<file path="src/rtl/sram_march_bist.sv">
// March C- self-test initiator for one 1rw1r OpenRAM macro (or banked wrapper).
// Issues one SRAM access per cycle from registered outputs, checks read data
// through a latency-matched compare pipeline, and reports error count, first
// failing address/port, and a done/pass handshake.
module sram_march_bist #(
    parameter int                    DATA_WIDTH   = 32,
    parameter int                    ADDR_WIDTH   = 9,
    parameter int                    NUM_WMASK    = 4,
    parameter logic [DATA_WIDTH-1:0] PATTERN      = 32'h55555555,
    parameter int                    READ_LATENCY = 1,
    parameter int                    ERR_W        = 16
) (
    input  logic                  clk0,
    input  logic                  rst_n,
    input  logic                  start,
    output logic                  busy,
    output logic                  done,
    output logic                  pass,
    output logic [ERR_W-1:0]      err_count,
    output logic [ADDR_WIDTH-1:0] first_fail_addr,
    output logic                  first_fail_port,
    output logic                  csb0,
    output logic                  web0,
    output logic [NUM_WMASK-1:0]  wmask0,
    output logic [ADDR_WIDTH-1:0] addr0,
    output logic [DATA_WIDTH-1:0] din0,
    input  logic [DATA_WIDTH-1:0] dout0,
    output logic                  csb1,
    output logic [ADDR_WIDTH-1:0] addr1,
    input  logic [DATA_WIDTH-1:0] dout1
);

    typedef enum logic [3:0] {
        S_IDLE, S_M0, S_M1, S_M2, S_M3, S_M4, S_M5, S_DRAIN, S_DONE
    } state_e;

    // One outstanding read waiting for its data to come back.
    typedef struct packed {
        logic                  valid;
        logic [1:0]            mask;      // bit 0 = port 0, bit 1 = port 1
        logic [DATA_WIDTH-1:0] expected;
        logic [ADDR_WIDTH-1:0] addr;
    } cmp_t;

    localparam logic [ADDR_WIDTH-1:0] ADDR_ZERO = '0;
    localparam logic [ADDR_WIDTH-1:0] ADDR_ONE  = 1;
    localparam logic [ADDR_WIDTH-1:0] ADDR_LAST = '1;

    function automatic logic is_march(input state_e s);
        return s inside {S_M0, S_M1, S_M2, S_M3, S_M4, S_M5};
    endfunction

    // Elements that read then write each address.
    function automatic logic is_pair(input state_e s);
        return s inside {S_M1, S_M2, S_M3, S_M4};
    endfunction

    function automatic logic is_down(input state_e s);
        return s inside {S_M3, S_M4};
    endfunction

    function automatic state_e next_elem(input state_e s);
        case (s)
            S_M0:    return S_M1;
            S_M1:    return S_M2;
            S_M2:    return S_M3;
            S_M3:    return S_M4;
            S_M4:    return S_M5;
            default: return S_DRAIN;
        endcase
    endfunction

    // Sequencer position: the access currently on the ports.
    state_e                state_q, state_d;
    logic [ADDR_WIDTH-1:0] addr_q, addr_d;
    logic                  phase_q, phase_d;   // 0 = read half, 1 = write half of a pair

    logic                  busy_q, done_q, pass_q;
    logic                  csb0_q, web0_q, csb1_q;
    logic [NUM_WMASK-1:0]  wmask0_q;
    logic [ADDR_WIDTH-1:0] addr0_q, addr1_q;
    logic [DATA_WIDTH-1:0] din0_q;

    logic [ERR_W-1:0]      err_count_q, err_count_d;
    logic [ERR_W:0]        err_sum;
    logic [ADDR_WIDTH-1:0] ffail_addr_q;
    logic                  ffail_port_q;

    cmp_t                  pipe_q [READ_LATENCY+1];
    cmp_t                  issue_d;
    cmp_t                  cmp_last;
    logic                  pipe_empty;
    logic                  fail0, fail1;

    logic                  op_active, op_read;
    logic [DATA_WIDTH-1:0] rd_data, wr_data;

    // Next access: advance within a pair, then address, then element.
    always_comb begin
        // NOTE: every signal gets a default before the case so no latch is inferred.
        state_d = state_q;
        addr_d  = addr_q;
        phase_d = phase_q;
        case (state_q)
            S_IDLE: begin
                if (start) begin
                    state_d = S_M0;
                    addr_d  = ADDR_ZERO;
                    phase_d = 1'b0;
                end
            end
            S_M0, S_M1, S_M2, S_M3, S_M4, S_M5: begin
                if (is_pair(state_q) && !phase_q) begin
                    phase_d = 1'b1;
                end else begin
                    phase_d = 1'b0;
                    if (addr_q == (is_down(state_q) ? ADDR_ZERO : ADDR_LAST)) begin
                        state_d = next_elem(state_q);
                        addr_d  = is_down(state_d) ? ADDR_LAST : ADDR_ZERO;
                    end else begin
                        addr_d = is_down(state_q) ? addr_q - ADDR_ONE : addr_q + ADDR_ONE;
                    end
                end
            end
            S_DRAIN: if (pipe_empty) state_d = S_DONE;
            default: state_d = S_IDLE;
        endcase
    end

    // Decode the next access into port values and its compare-pipeline entry.
    always_comb begin
        op_active = is_march(state_d);
        op_read   = (state_d == S_M5) || (is_pair(state_d) && !phase_d);
        rd_data   = (state_d inside {S_M2, S_M4}) ? ~PATTERN : PATTERN;
        wr_data   = (state_d inside {S_M1, S_M3}) ? ~PATTERN : PATTERN;
        issue_d          = '0;
        issue_d.valid    = op_active && op_read;
        issue_d.mask     = {state_d == S_M5, 1'b1};
        issue_d.expected = rd_data;
        issue_d.addr     = addr_d;
    end

    // Sequencer FSM with registered SRAM-side and handshake outputs.
    always_ff @(posedge clk0) begin
        // NOTE: non-blocking assignments so every register samples pre-edge values.
        if (!rst_n) begin
            state_q  <= S_IDLE;
            addr_q   <= '0;
            phase_q  <= 1'b0;
            busy_q   <= 1'b0;
            done_q   <= 1'b0;
            pass_q   <= 1'b0;
            csb0_q   <= 1'b1;
            web0_q   <= 1'b1;
            csb1_q   <= 1'b1;
            wmask0_q <= '0;
            addr0_q  <= '0;
            addr1_q  <= '0;
            din0_q   <= '0;
        end else begin
            state_q <= state_d;
            addr_q  <= addr_d;
            phase_q <= phase_d;
            busy_q  <= is_march(state_d) || (state_d == S_DRAIN);
            done_q  <= (state_d == S_DONE);
            if (state_q == S_IDLE && start) begin
                pass_q <= 1'b0;
            end else if (state_d == S_DONE) begin
                pass_q <= (err_count_q == '0);
            end
            if (op_active) begin
                csb0_q  <= 1'b0;
                web0_q  <= op_read;
                addr0_q <= addr_d;
                if (!op_read) begin
                    din0_q   <= wr_data;
                    wmask0_q <= '1;
                end
                csb1_q <= (state_d != S_M5);
                if (state_d == S_M5) addr1_q <= addr_d;
            end else begin
                csb0_q <= 1'b1;
                web0_q <= 1'b1;
                csb1_q <= 1'b1;
            end
        end
    end

    // Delay each read's expectation until its data is on dout.
    always_ff @(posedge clk0) begin
        // NOTE: this pipeline is a few flops, not a RAM, so it is reset; a stale
        // valid bit would otherwise score a phantom error after an abort.
        if (!rst_n) begin
            for (int i = 0; i <= READ_LATENCY; i++) pipe_q[i] <= '0;
        end else begin
            pipe_q[0] <= issue_d;
            for (int i = 1; i <= READ_LATENCY; i++) pipe_q[i] <= pipe_q[i-1];
        end
    end

    // Compare returning data and form the saturating error sum.
    always_comb begin
        cmp_last   = pipe_q[READ_LATENCY];
        fail0      = cmp_last.valid && cmp_last.mask[0] && (dout0 != cmp_last.expected);
        fail1      = cmp_last.valid && cmp_last.mask[1] && (dout1 != cmp_last.expected);
        err_sum    = {1'b0, err_count_q} + {{ERR_W{1'b0}}, fail0} + {{ERR_W{1'b0}}, fail1};
        err_count_d = err_sum[ERR_W] ? '1 : err_sum[ERR_W-1:0];
        pipe_empty = 1'b1;
        for (int i = 0; i <= READ_LATENCY; i++) begin
            if (pipe_q[i].valid) pipe_empty = 1'b0;
        end
    end

    // Result registers: cleared by a run start, first mismatch wins, port 0 on ties.
    always_ff @(posedge clk0) begin
        if (!rst_n) begin
            err_count_q  <= '0;
            ffail_addr_q <= '0;
            ffail_port_q <= 1'b0;
        end else if (state_q == S_IDLE && start) begin
            err_count_q  <= '0;
            ffail_addr_q <= '0;
            ffail_port_q <= 1'b0;
        end else begin
            err_count_q <= err_count_d;
            if ((fail0 || fail1) && err_count_q == '0) begin
                ffail_addr_q <= cmp_last.addr;
                ffail_port_q <= !fail0;
            end
        end
    end

    assign busy            = busy_q;
    assign done            = done_q;
    assign pass            = pass_q;
    assign err_count       = err_count_q;
    assign first_fail_addr = ffail_addr_q;
    assign first_fail_port = ffail_port_q;
    assign csb0            = csb0_q;
    assign web0            = web0_q;
    assign wmask0          = wmask0_q;
    assign addr0           = addr0_q;
    assign din0            = din0_q;
    assign csb1            = csb1_q;
    assign addr1           = addr1_q;

endmodule

</file>
<file path="config.mk">
export PLATFORM = sky130hd
export DESIGN_NAME = sram_march_bist
export DESIGN_NICKNAME = d
export VERILOG_FILES = /design/src/rtl/sram_march_bist.sv
export SDC_FILE = /design/constraint.sdc
export NUM_CORES = 1
export LEC_CHECK = 0
export BUFFER_PORTS_ARGS = -buffer_cell sky130_fd_sc_hd__buf_2
export CAP_MARGIN = 0
export CORE_MARGIN = 8
export CORE_UTILIZATION = 50
export CTS_BUF_LIST = sky130_fd_sc_hd__clkbuf_16
export DETAILED_ROUTE_END_ITERATION = 10
export PLACE_DENSITY = 0.8
export SLEW_MARGIN = 10
export SYNTH_ARGS = -nofsm -noshare
export SYNTH_HDL_FRONTEND = slang
export SYNTH_SLANG_ARGS = --single-unit
</file>
<file path="constraint.sdc">
create_clock -name clk0 -period 4.2 [get_ports clk0]
set_input_delay 0.84 -clock clk0 [delete_from_list [all_inputs] [get_ports clk0]]
set_output_delay 0.84 -clock clk0 [all_outputs]
set_load 0.02 [all_outputs]
</file>
==> results of run 1 <==
[sequential cells by signal, summed over array words and instances, names as in the netlist, 2 cells and up]
name	cells
addr1	9
din0	2
pipe_q	20
addr0	9
state_q	4
addr_q	8
first_fail_addr	9
err_count	16
[final timing paths]
path	slack, ns	end	from	depth (start not counted)
setup / recovery	0.38	err_count[1]	dout0[5]	14
hold reg to reg	0.44	pipe_q[0][85]	pipe_q[0][41]	1
hold / removal	0.44	pipe_q[0][85]	pipe_q[0][41]	1
setup reg to reg	0.59	addr1[4]	state_q[2]	10
[kinds of logic after synthesis]
| family | count (synthesis) | synth area share |
|---|---|---|
| buffers and inverters | 70 | 0.0911 |
| muxes | 21 | 0.0491 |
| and+or+nand+nor | 220 | 0.263 |
| adders and majority gates | 10 | 0.0320 |
| AOI/OAI and AO/OA | 99 | 0.142 |
| xor gates and xnor gates | 15 | 0.0300 |
| DFF | 86 | 0.393 |
[power breakdown]
group / internal (W) / switching [W]
sequential: 0.000826 / 0.0000119
combinational: 0.0000553 / 0.0000934
clock: 0.000470 / 0.000338
[cell usage after synthesis (all sizes together) (11+ instances only)]
master / n / area [sq um]
mux2i: 20 / 204
nor3: 20 / 100
nand4: 17 / 106
and2: 19 / 119
nand2: 35 / 131
dfxtp: 86 / 1720
o21ai: 21 / 109
a211oi: 11 / 82.6
buf: 39 / 282
nor4: 13 / 81.3
nand3: 21 / 118
inv: 15 / 56.3
clkbuf: 15 / 57.6
nor2: 54 / 203
a21oi: 32 / 160
[per-stage QoR]
stage	worst slack, ns	utilization	cell area, sq um	hold WS [ns]	cells
floorplan	0.332	-	4380	0.412	521
global placement	0.153	0.579	4980	0.414	731
detailed placement	0.0739	0.579	4980	0.421	731
CTS	0.408	0.615	5290	0.435	747
global route	0.0401	0.615	5290	0.460	747
finish	0.377	0.615	5290	0.435	747
[cell type report]
cell class	count	share of cell area
clock inverters	7	0.0154
flip-flops and latches	86	0.326
inverters	16	0.0114
clock buffers	9	0.0426
well taps	108	0.0256
multi-input cells	365	0.427
repair buffers	156	0.152
[routing by layer]
metal,vias to the layer above,GRT usage,wire [um]
met5,-,0,0
met1,1963,0.227,4750
li1,2054,-,-
met4,0,0.0714,201
met2,161,0.351,6180
met3,17,0.0475,1120
==> impl_metrics.yaml, run 1 <==
sta:
  slew_viol_final: 0
  fin_skew_ns: 0.00653
  worstMarginPinSlew_ns: 1.12
  fin_tns_setup_ns: 0
  rsz0062_at_grt: "false"
  fmax_mhz: 262
  period_minus_slack_ns: 3.82
  slew_headroom: 0.256
  setup_violations: 0
  hold_violations: 0
  finalCritPeriodShare: 0.910
worst_setup_path:
  critPathTopFamily: "simple AND/OR/NAND/NOR gates"
  end_kind: "flop"
  crit_buf_inv: 4
  worstSetupPathType: "in2reg"
  path_max_fanout: 10
  cp_slowest_cell: "or4_1"
  cp.required_ns: 4.38
  critPathLaunchType: "primary input"
  arrival_ns: 4.01
  path_cells: "buf_2 > or4_1 > nor4_1 > o22ai_1 > o311ai_0 > inv_1 > fa_1 > ha_1 > and3_1 > and3_1 > inv_1 > or3_1 > buf_12 > a21oi_1"
  max_stage_delay_ns: 0.53
cts:
  cts_tree: "yes"
  insertion_delay_ns: 0.34
  clk_pin_slew_ns: 0.06
  clockBufferDepth: 2
  cts_htree_levels: 3
  cts.sinks: 86
  numCtsBuffers: 9
  cts_root_buf: "clkbuf_16"
  cts_resized: 0
  cts_setup_buffers: 0
  hold_buffers: 0
global_routing:
  grt_max_degree: 36
  grt-ovfl-total: 0
  first_global_vias: 4064
  antenna_found_initial: 0
  grt_pass1_wl_um: 19200
  grt_use_total: 0.198
power:
  power.density_mw_per_mm2: 339
  power_w: 0.00179
  leakage_nw: 2.36
  ir_worst_vdd_uv: 251
floorplan:
  start_util: 0.510
  rows: 34
  die_h_um: 110
  core_area_sq_mm: 0.00859
  dieArea_sq_mm: 0.0120
  io_pins: 153
  die_w_um: 110
cells_and_area:
  nFillCells: 757
  final_common_cell: "buf_2"
  layout.nets: 711
  layout.area.seq_sq_mm: 0.00172
  multiInputGateArea_sq_mm: 0.00226
  layout_common_cells: "buf_2, dfxtp_1, nor2_1"
  syn2layout_area_growth_pct: 20.7
  antennaDiodeCount: 0
  layout-drive-gt1-share: 0.285
synth:
  synth.net_count: 598
  synth.distinct_cells: 58
  syn_area_sq_mm: 0.00438
  ys_async_sr_fraction: 0
  ys_warn_count: 0
  ys_seq_elements: 86
  synth_edf_count: 0
  synth_area_per_cell_sq_um: 8.41
  ys_seq_area_frac: 0.393
  yosys_most_used_dff: "dfxtp_1"
  netlist_instances: 521
place:
  dpl.hpwl_um: 9500
  place_congestion: 0.926
  port_buffers: 152
run_status:
  status: "complete, no violations"
routing:
  avgRoutedWirePerCell_um: 16.4
  antenna_left: 0
  initialDrtViolationCount: 306
  vias: 4195
  avgViaCountPerCell: 5.62
  wirelength_um: 12300
  dr.pass1.iters: 6
  drc: 0
run:
  maxCapViolCount: 0
worst_hold_path:
  min_path_type: "reg2reg"
(Power assumes the default switching activity.)
==> run 2: changes to the inputs <==
Settings changed: REMOVE_ABC_BUFFERS set to 1.
==> impl_metrics.yaml, run 2 (synthesis gave the netlist of run 1 again) <==
sta:
  fmax_mhz: 266
  worstMarginPinSlew_ns: 1.15
  worst_slack_ns: 0.440
  period_minus_slack_ns: 3.76
  hold_violations: 0
  fin_skew_ns: 0.00626
  slew_viol_final: 0
  slew_headroom: 0.235
  rsz0062_at_grt: "false"
  finalCritPeriodShare: 0.895
  setup_violations: 0
power:
  leakage_nw: 2.36
  p_sw_w: 0.000427
  ir_worst_vdd_uv: 221
  intPower_w: 0.00140
  seqPwrFrac: 0.457
  switching_share: 0.233
  power.density_mw_per_mm2: 346
  p_comb_frac: 0.080
  pwr-share-clk: 0.463
cts:
  cts_setup_buffers: 0
  clockBufferDepth: 2
  numCtsBuffers: 9
  cts_root_buf: "clkbuf_16"
  cts.sinks: 86
  insertion_delay_ns: 0.33
  cts_tree: "yes"
  clk_pin_slew_ns: 0.06
  cts_htree_levels: 3
floorplan:
  die_h_um: 110
  dieArea_sq_mm: 0.0120
  start_util: 0.510
  die_w_um: 110
  rows: 34
  io_pins: 153
  core_area_sq_mm: 0.00859
worst_setup_path:
  path_cells: "buf_2 > or4_1 > nor4_1 > o22ai_1 > o311ai_0 > inv_1 > fa_1 > ha_1 > and3_1 > and3_1 > inv_1 > nor2_1 > nand3_1 > nor3b_1 > nor3_1"
  max_stage_delay_ns: 0.51
  crit_buf_inv: 3
  critPathLaunchType: "primary input"
  cp_slowest_cell: "or4_1"
  r2r-start: "pipe_q[0][84]"
  rrSetupSlack_ns: 0.87
  critPathTopFamily: "simple AND/OR/NAND/NOR gates"
  path_max_fanout: 4
  worstSetupPathType: "in2reg"
  arrival_ns: 4.00
  cp.required_ns: 4.44
  startpoint: "dout1[5]"
  end_kind: "flop"
routing:
  drc: 0
  avgRoutedWirePerCell_um: 15.3
  dr.pass1.iters: 4
  avgViaCountPerCell: 5.44
  initialDrtViolationCount: 262
  wirelength_um: 11400
  vias: 4058
  antenna_left: 0
cells_and_area:
  final_area_sq_mm: 0.00528
  layout.area.seq_sq_mm: 0.00172
  final_common_cell: "buf_2"
  largest_reg_flops: 20
  syn2layout_area_growth_pct: 20.7
  layout_common_cells: "buf_2, dfxtp_1, nor2_1"
  multiInputGateArea_sq_mm: 0.00226
  layout.nets: 710
  nFillCells: 776
  layout-drive-gt1-share: 0.287
  largest-register: "pipe_q"
  antennaDiodeCount: 0
global_routing:
  first_global_vias: 3806
  grt_pass1_wl_um: 18200
  grt_max_degree: 36
  grt-ovfl-total: 0
  grt_use_total: 0.188
  antenna_found_initial: 0
place:
  place_congestion: 0.881
  dp_slack_ns: -0.0254
  placed_area_sq_mm: 0.00496
  port_buffers: 152
  dpl.hpwl_um: 8660
worst_hold_path:
  min_path_type: "reg2reg"
  min-delay-start: "pipe_q[0][41]"
run_status:
  status: "complete, no violations"
run:
  maxCapViolCount: 0
## run 2: changes by cell type in the layout (fill, tap and decap cells not counted)
cell	previous run	this run
clkinv_2	0	2
inv_8	2	0
buf_12	1	0
bufinv_16	1	2
clkinv_1	2	1
clkinv_4	1	0
inv_6	1	2
or3_1	8	7
or3_4	1	2
## run 2: power by group through the flow
stage          clock [W]  sequential (W)  combinational [W]
6_report        0.000847        0.000838           0.000146
3_5_place_dp           0        0.000856           0.000147
5_1_grt         0.000906        0.000839           0.000159
4_1_cts         0.000868        0.000837           0.000147
3_3_place_gp           0        0.000855           0.000143
2_1_floorplan          0        0.000883          0.0000408
## run 2: stage by stage
step / power [W] / TNS [ns] / util / std cells / hold slack, ns
final: 0.00183 / 0 / 0.615 / 746 / 0.432
after floorplan: 0.000924 / 0 / - / 467 / 0.412
after detailed placement: 0.00100 / -0.130 / 0.577 / 730 / 0.423
after global placement: 0.000998 / 0 / 0.577 / 730 / 0.418
after CTS: 0.00185 / 0 / 0.614 / 746 / 0.434
after global routing: 0.00190 / 0 / 0.615 / 746 / 0.440
## run 2: worst paths after layout
| kind | end | depth (start not counted) |
|---|---|---|
| max reg2reg | err_count[14] | 14 |
| min | pipe_q[0][85] | 1 |
| min reg2reg | pipe_q[0][85] | 1 |
| max | err_count[14] | 15 |
## run 2: metal layers
metal | wire [um] | GRT usage | vias to the layer above
met5 | 0 | 0 | -
met4 | 106 | 0.0636 | 0
met3 | 677 | 0.0404 | 10
met2 | 5780 | 0.327 | 94
met1 | 4830 | 0.225 | 1895
li1 | - | - | 2059
## run 2: cell type report
cell class / instances / share of cell area
Sequential cell: 86 / 0.326
Clock buffer: 9 / 0.0426
Inverter: 16 / 0.0114
Clock inverter: 7 / 0.0180
Tap cell: 108 / 0.0256
Timing Repair Buffer: 155 / 0.148
Multi-Input combinational cell: 365 / 0.428
## run 2: timing repair
action / in CTS / in global routing
hold buffers: 0 / 0
setup endpoints to repair: 0 / 4
gates resized for setup: 0 / 1
## run 2: worst reg2reg max path, stage by stage, from the launching register on
cell and delay (ns):
dfxtp_1 0.38, or3_1 0.39, nor4_1 0.18, o22ai_1 0.11, o311ai_0 0.44, inv_1 0.15
fa_1 0.44, ha_1 0.21, and3_1 0.20, and3_1 0.23, inv_1 0.10, nor2_1 0.08
nand3_1 0.09, nor3b_1 0.05, nor3_1 0.19
